`src/rtl/spi_ram_pkg.sv`:
```
// Frame opcodes shared between the SPI slave and the command RAM stage.
package spi_ram_pkg;

  typedef enum logic [1:0] {
    CMD_WR_ADDR = 2'b00,
    CMD_WR_DATA = 2'b01,
    CMD_RD_ADDR = 2'b10,
    CMD_RD_DATA = 2'b11
  } cmd_e;

  localparam int unsigned FRAME_W = 10;
  localparam int unsigned DATA_W  = 8;

  function automatic cmd_e frame_cmd(input logic [FRAME_W-1:0] frame);
    return cmd_e'(frame[FRAME_W-1:FRAME_W-2]);
  endfunction

endpackage

```
`src/rtl/spi_cmd_ram_if.sv`:
```
// Frame/response bundle between the SPI slave (master side) and the command RAM (slave side).
interface spi_cmd_ram_if;
  import spi_ram_pkg::*;

  logic [FRAME_W-1:0] rx_data;
  logic               rx_valid;
  logic [DATA_W-1:0]  tx_data;
  logic               tx_valid;

  modport master (
    output rx_data,
    output rx_valid,
    input  tx_data,
    input  tx_valid
  );

  modport slave (
    input  rx_data,
    input  rx_valid,
    output tx_data,
    output tx_valid
  );

endinterface

```
`src/rtl/spi_ram_mem.sv`:
```
// Single-write, single synchronous-read byte array; the read register clears on reset,
// the array itself does not.
module spi_ram_mem #(
  parameter int unsigned MEM_DEPTH = 256,
  parameter int unsigned ADDR_SIZE = 8
) (
  input  logic                 i_clk,
  input  logic                 i_rst_n,
  input  logic                 i_wr_en,
  input  logic [ADDR_SIZE-1:0] i_wr_addr,
  input  logic [7:0]           i_wr_data,
  input  logic                 i_rd_en,
  input  logic [ADDR_SIZE-1:0] i_rd_addr,
  output logic [7:0]           o_rd_data
);

  logic [7:0] r_mem [MEM_DEPTH];
  logic [7:0] r_rd_data;

  always_ff @(posedge i_clk) begin
    if (i_wr_en) begin
      r_mem[i_wr_addr] <= i_wr_data;
    end
  end

  always_ff @(posedge i_clk) begin
    if (!i_rst_n) begin
      r_rd_data <= 8'h00;
    end else if (i_rd_en) begin
      r_rd_data <= r_mem[i_rd_addr];
    end
  end

  assign o_rd_data = r_rd_data;

endmodule

```
`src/rtl/spi_cmd_ram.sv`:
```
// Decodes SPI command frames into address updates, memory writes and read responses.
module spi_cmd_ram
  import spi_ram_pkg::*;
#(
  parameter int unsigned MEM_DEPTH = 256,
  parameter int unsigned ADDR_SIZE = 8,
  parameter bit          AUTO_INC  = 1'b0
) (
  input  logic          i_clk,
  input  logic          i_rst_n,
  spi_cmd_ram_if.slave  bus
);

  logic [ADDR_SIZE-1:0] r_wr_addr;
  logic [ADDR_SIZE-1:0] r_rd_addr;
  logic                 r_tx_valid;
  cmd_e                 w_cmd;
  logic                 w_wr_en;
  logic                 w_rd_en;
  logic [ADDR_SIZE-1:0] w_addr_pl;
  logic [7:0]           w_rd_data;

  assign w_cmd     = frame_cmd(bus.rx_data);
  assign w_addr_pl = bus.rx_data[ADDR_SIZE-1:0];

  // Reset suppresses any command presented in the same cycle, including writes.
  always_comb begin
    w_wr_en = 1'b0;
    w_rd_en = 1'b0;
    if (i_rst_n && bus.rx_valid) begin
      w_wr_en = (w_cmd == CMD_WR_DATA);
      w_rd_en = (w_cmd == CMD_RD_DATA);
    end
  end

  always_ff @(posedge i_clk) begin
    if (!i_rst_n) begin
      r_wr_addr  <= '0;
      r_rd_addr  <= '0;
      r_tx_valid <= 1'b0;
    end else begin
      r_tx_valid <= w_rd_en;
      if (bus.rx_valid) begin
        unique case (w_cmd)
          CMD_WR_ADDR: r_wr_addr <= w_addr_pl;
          CMD_WR_DATA: if (AUTO_INC) r_wr_addr <= r_wr_addr + ADDR_SIZE'(1);
          CMD_RD_ADDR: r_rd_addr <= w_addr_pl;
          CMD_RD_DATA: if (AUTO_INC) r_rd_addr <= r_rd_addr + ADDR_SIZE'(1);
        endcase
      end
    end
  end

  spi_ram_mem #(
    .MEM_DEPTH (MEM_DEPTH),
    .ADDR_SIZE (ADDR_SIZE)
  ) u_mem (
    .i_clk     (i_clk),
    .i_rst_n   (i_rst_n),
    .i_wr_en   (w_wr_en),
    .i_wr_addr (r_wr_addr),
    .i_wr_data (bus.rx_data[7:0]),
    .i_rd_en   (w_rd_en),
    .i_rd_addr (r_rd_addr),
    .o_rd_data (w_rd_data)
  );

  assign bus.tx_data  = w_rd_data;
  assign bus.tx_valid = r_tx_valid;

endmodule

```
`src/flat_wrapper.sv`:
```
// flat-port wrapper written by rule: the top's interface ports become plain ports
module spi_cmd_ram_flat import spi_ram_pkg::*;
#(
  parameter int unsigned MEM_DEPTH = 256,
  parameter int unsigned ADDR_SIZE = 8,
  parameter bit          AUTO_INC  = 1'b0
)
  (i_clk, i_rst_n, bus_rx_data, bus_rx_valid, bus_tx_data, bus_tx_valid);
  spi_cmd_ram_if bus_i ();
  input  logic i_clk;
  input  logic i_rst_n;
  input wire logic [$bits(bus_i.rx_data)-1:0] bus_rx_data;
  input wire logic [$bits(bus_i.rx_valid)-1:0] bus_rx_valid;
  output wire logic [$bits(bus_i.tx_data)-1:0] bus_tx_data;
  output wire logic [$bits(bus_i.tx_valid)-1:0] bus_tx_valid;
  assign bus_i.rx_data = bus_rx_data;
  assign bus_i.rx_valid = bus_rx_valid;
  assign bus_tx_data = bus_i.tx_data;
  assign bus_tx_valid = bus_i.tx_valid;
  spi_cmd_ram #(.MEM_DEPTH(MEM_DEPTH), .ADDR_SIZE(ADDR_SIZE), .AUTO_INC(AUTO_INC)) u_core (.i_clk(i_clk), .i_rst_n(i_rst_n), .bus(bus_i));
endmodule
```
`config.mk`:
```
export PLATFORM = sky130hd
export DESIGN_NAME = spi_cmd_ram_flat
export DESIGN_NICKNAME = d
export VERILOG_FILES = /design/src/rtl/spi_ram_pkg.sv /design/src/rtl/spi_cmd_ram_if.sv /design/src/rtl/spi_ram_mem.sv /design/src/rtl/spi_cmd_ram.sv /design/src/flat_wrapper.sv
export SDC_FILE = /design/constraint.sdc
export NUM_CORES = 2
export LEC_CHECK = 0
export CAP_MARGIN = 20
export CORE_MARGIN = 10
export CORE_UTILIZATION = 45
export DETAILED_ROUTE_END_ITERATION = 12
export SYNTH_ARGS = -nofsm -noshare
export SYNTH_HDL_FRONTEND = slang
export SYNTH_HIERARCHICAL = 1
export SYNTH_SLANG_ARGS = --single-unit
```
`constraint.sdc`:
```
create_clock -name i_clk -period 3.35 [get_ports i_clk]
set_clock_uncertainty 0.2 [all_clocks]
set_input_delay 0.335 -clock i_clk [delete_from_list [all_inputs] [get_ports i_clk]]
set_output_delay 0.335 -clock i_clk [all_outputs]
set_load 0.02 [all_outputs]
```
==> impl_results.md <==
- Post-synthesis instance area: a little over 0.08 mm^2
- First-pass GRT wire length: about 330000 um
- Detailed-route DRC error count: 0
- GRT busiest layer: met2
- Largest net degree at the start of global routing: 162
- Final #Nets: ~4700
- GRT met1 Usage: roughly a third
- Final-report setup violation count: 1
- Worst-path fanout max: 28
- Root buffer cell: clkbuf_16
- Post-route ant nets: 0
- I/O pins: 22
- CP max stage cell: mux4_1
- Total power: between 50 and 60 mW
- Setup crit start kind: flip-flop
- Post-synth net total: between 4000 and 5000
- Arr. time, crit path: slightly below 4000 ps
- Synth Instances: ~4000
- Synth Register Bits: ~2100
- CTS Sinks: between 2000 and 2500
- Reg clk slew, reported paths: around 60 ps
- Critical Path, Cell by Cell: buf_4, buf_12, mux4_1, a2111oi_0, buf_4, or3_1, nor4_1, a221o_1
- Post-synth cell types: 65
- WL final: about 230000 um
- Layout overhead on the synthesized area: 17.4%
- Hold_ws: about 65 ps
- Grt met3 use: between 5 and 6%
- DP HPWL: between 150000 and 200000 um
- Die footprint: 0.198 mm^2
- Combinational power share: under 10%
- Pre-CTS setup slack: -180 ps
- Buf/Inv on CP: 3
- Initial antenna violation count: 6
- Ys Warns: 6
- CP delay by family, top: compound AO/OA/AOI/OAI gates
- Crit path top cell by count: buf_4
- Actual slew at the worst max-slew pin: about 1100 ps
- Switching Share: a little over a fifth
- Yosys top cell by area: edfxtp_1
- Asr flop ratio synth: 0%
- Max stage delay on crit path: ~690 ps
- Core Util, Final: 53.0%
- Top cells by area, synth: edfxtp_1, mux4_2, mux2i_1
- Most used flip-flop cell after synthesis: edfxtp_1
- CTS tree: done
- R2r startpoint: u_core/r_rd_addr[0]$_SDFFE_PN0P_
- Setup ws final: -65.7 ps
- Hold crit path type: in2reg
- Starting density of the core: a little under half
- Pre-antenna DRT Iters: 6
- Clk Latency, worst-skew pair: around 850 ps
- Max Slew Vio Count: 0
- Die height: roughly 450 um
- Failing checks: negative setup slack
- Post-synth EDFFs: a little over 2000
- Avg Inst Size Synth: around 20 um^2
- Sw Pwr: between 10 and 15 mW
- Pwr dens: about 560 mW/mm^2
- Fmax: 293 MHz
- Sequential share of power: a little over half
- Final Hold Fails: 0
- Slew margin rel.: between 20% and 30%
- Worst VDD drop: roughly 0.00051 V
- Clock share of power: 43.3%
- Clock buffer depth: 3
- Final Wtd Congestion: roughly 0.94
- Register area share after synthesis: about 76%
- Final min period: between 3000 and 4000 ps
- Crit end category: flip-flop
- Chip Width: approximately 450 um
- First DRT Iteration DRCs: 5452
- Max Cap Violations: 0
- Share of layout cells above drive strength 1: between 20 and 30%
- H-tree Lvls: 4
- Met2 usage: between 30 and 40%
- Vias in the first global route: between 40000 and 50000
- Leak: slightly above 30 nW
- GR Overflow Total: 0
- Total number of vias: between 40000 and 50000
- CTS buffer count: ~210
- Input/output buffers: 21
- Row Count: about 160
- Worst EP required: between 3000 and 4000 ps
- DR vias/cell: between 6 and 7
- Final Cycle Share: 102%
- Worst Setup Path Type: reg2reg
- Unrepaired setup endpoints after global routing: false
- Routed WL per cell: 32.4 um
- Internal: 42.4 mW
- Synth top area share: about three quarters
- Status: complete, but fails checks
- HP Start: bus_rx_data[5]
- Core Area: roughly 0.18 mm^2
- Filler cell count: around 14000
- All-Layer GR Usage: a little under a quarter
- Critical path origin: u_core/r_rd_addr[0]$_SDFFE_PN0P_
-- cell usage after synthesis (15+ instances only) --
master	number
a2111oi_0	21
a211oi_1	31
a21oi_1	43
a22oi_1	48
a31oi_1	16
buf_12	17
buf_2	51
buf_4	15
buf_6	28
buf_8	21
clkbuf_1	84
clkbuf_8	17
dfxtp_1	25
edfxtp_1	2048
mux2i_1	296
mux4_1	78
mux4_2	314
nand2_1	140
nand3_1	51
nand4_1	21
nor2_1	292
nor3_1	31
o21ai_0	39
o221ai_1	47
o22ai_1	97
-- area by class of cell --
class | instances | area, um^2 | share of cell area (%)
repair buffers | 681 | 6060 | 6.33
clock inverters | 135 | 1460 | 1.53
flip-flops and latches | 2073 | 62000 | 64.9
multi-input cells | 1681 | 17600 | 18.5
clock buffers | 250 | 5430 | 5.68
inverters | 5 | 21.3 | 0.0223
well taps | 2370 | 2970 | 3.10
diodes | 3 | 7.51 | 0.00785
-- repair_timing --
item | 4_1_cts | 5_1_grt
setup buffers | 0 | 7
hold buffers | 9 | 0
resized for setup | 12 | 13
setup endpoints to repair | 5 | 6
hold endpoints to repair | 444 | 0
pin swaps | 0 | 1
-- sequential cells by signal, indices dropped and copies added, names as in the netlist --
name	count
u_core/bus.tx_valid	1
u_core/r_wr_addr	8
u_core/u_mem/o_rd_data	8
u_core/r_rd_addr	8
u_core/u_mem/r_mem	2048
-- logic make-up (layout without fill, tap and decap cells) --
group | count (synthesis) | in the layout | synth area share, %
flops | 2073 | 2073 | 76.1
compound gates | 392 | 392 | 3.41
mux | 690 | 690 | 14.9
other cells | 0 | 3 | 0
buf+inv | 254 | 1071 | 2.42
simple gates | 599 | 599 | 3.18
-- path summary, 6_finish.rpt --
kind / to / slack [ps] / cells past startpoint
max: u_core/u_mem/o_rd_data[1]$_SDFFE_PN0P_ / -70 / 8
min: u_core/u_mem/r_mem[187][5]$_DFFE_PP_ / 70 / 1
max reg2reg: u_core/u_mem/o_rd_data[1]$_SDFFE_PN0P_ / -70 / 8
min reg2reg: u_core/r_rd_addr[7]$_SDFFE_PN0P_ / 320 / 2
-- power by group through the flow --
stage                     registers, mW  logic [mW]  clock network, mW
after global placement             29.1        1.93                  0
after detailed placement           29.1        1.96                  0
after CTS                          28.5        1.97               23.7
after global routing               28.5        2.07               24.7
final                              28.5        1.98               23.3
after floorplan                    29.1       0.886                  0
-- worst register-to-register path, cell delays in order (launching register included) --
cell and delay [ps]:
dfxtp_4 500, buf_4 180, buf_12 220, mux4_1 740
a2111oi_0 620, buf_4 200, or3_1 260, nor4_1 100
a221o_1 270
-- layer usage --
metal / vias up / routed length (um)
met5: - / 13
met2: 2259 / 108000
met1: 23200 / 95000
li1: 18000 / -
met4: 2 / 8890
met3: 392 / 21500
-- cell usage in the layout, fill, tap and decap left out, drive strengths merged, types with 10 or more instances in the layout --
master / instances
clkinvlp: 11
clkdlybuf4s50: 13
a2111oi: 26
nor2: 292
clkinv: 98
a21oi: 43
nand4: 21
o22ai: 99
o21ai: 42
a31oi: 16
edfxtp: 2048
bufinv: 21
a22oi: 48
nor4: 13
buf: 651
nor3: 32
o221ai: 49
mux2i: 296
nand3: 51
nor2b: 14
a211oi: 31
mux4: 392
dfxtp: 25
clkbuf: 258
nand2: 140
inv: 10
-- stage by stage --
stage / cells / setup TNS, ps / area (um^2)
floorplan: 4008 / 0 / 81500
global placement: 6793 / -1100 / 88400
detailed placement: 6794 / -764 / 88400
CTS: 7188 / 0 / 95500
global route: 7195 / 0 / 95600
finish: 7198 / -65.7 / 95600
Note: power is estimated with default switching activity, not from simulation.
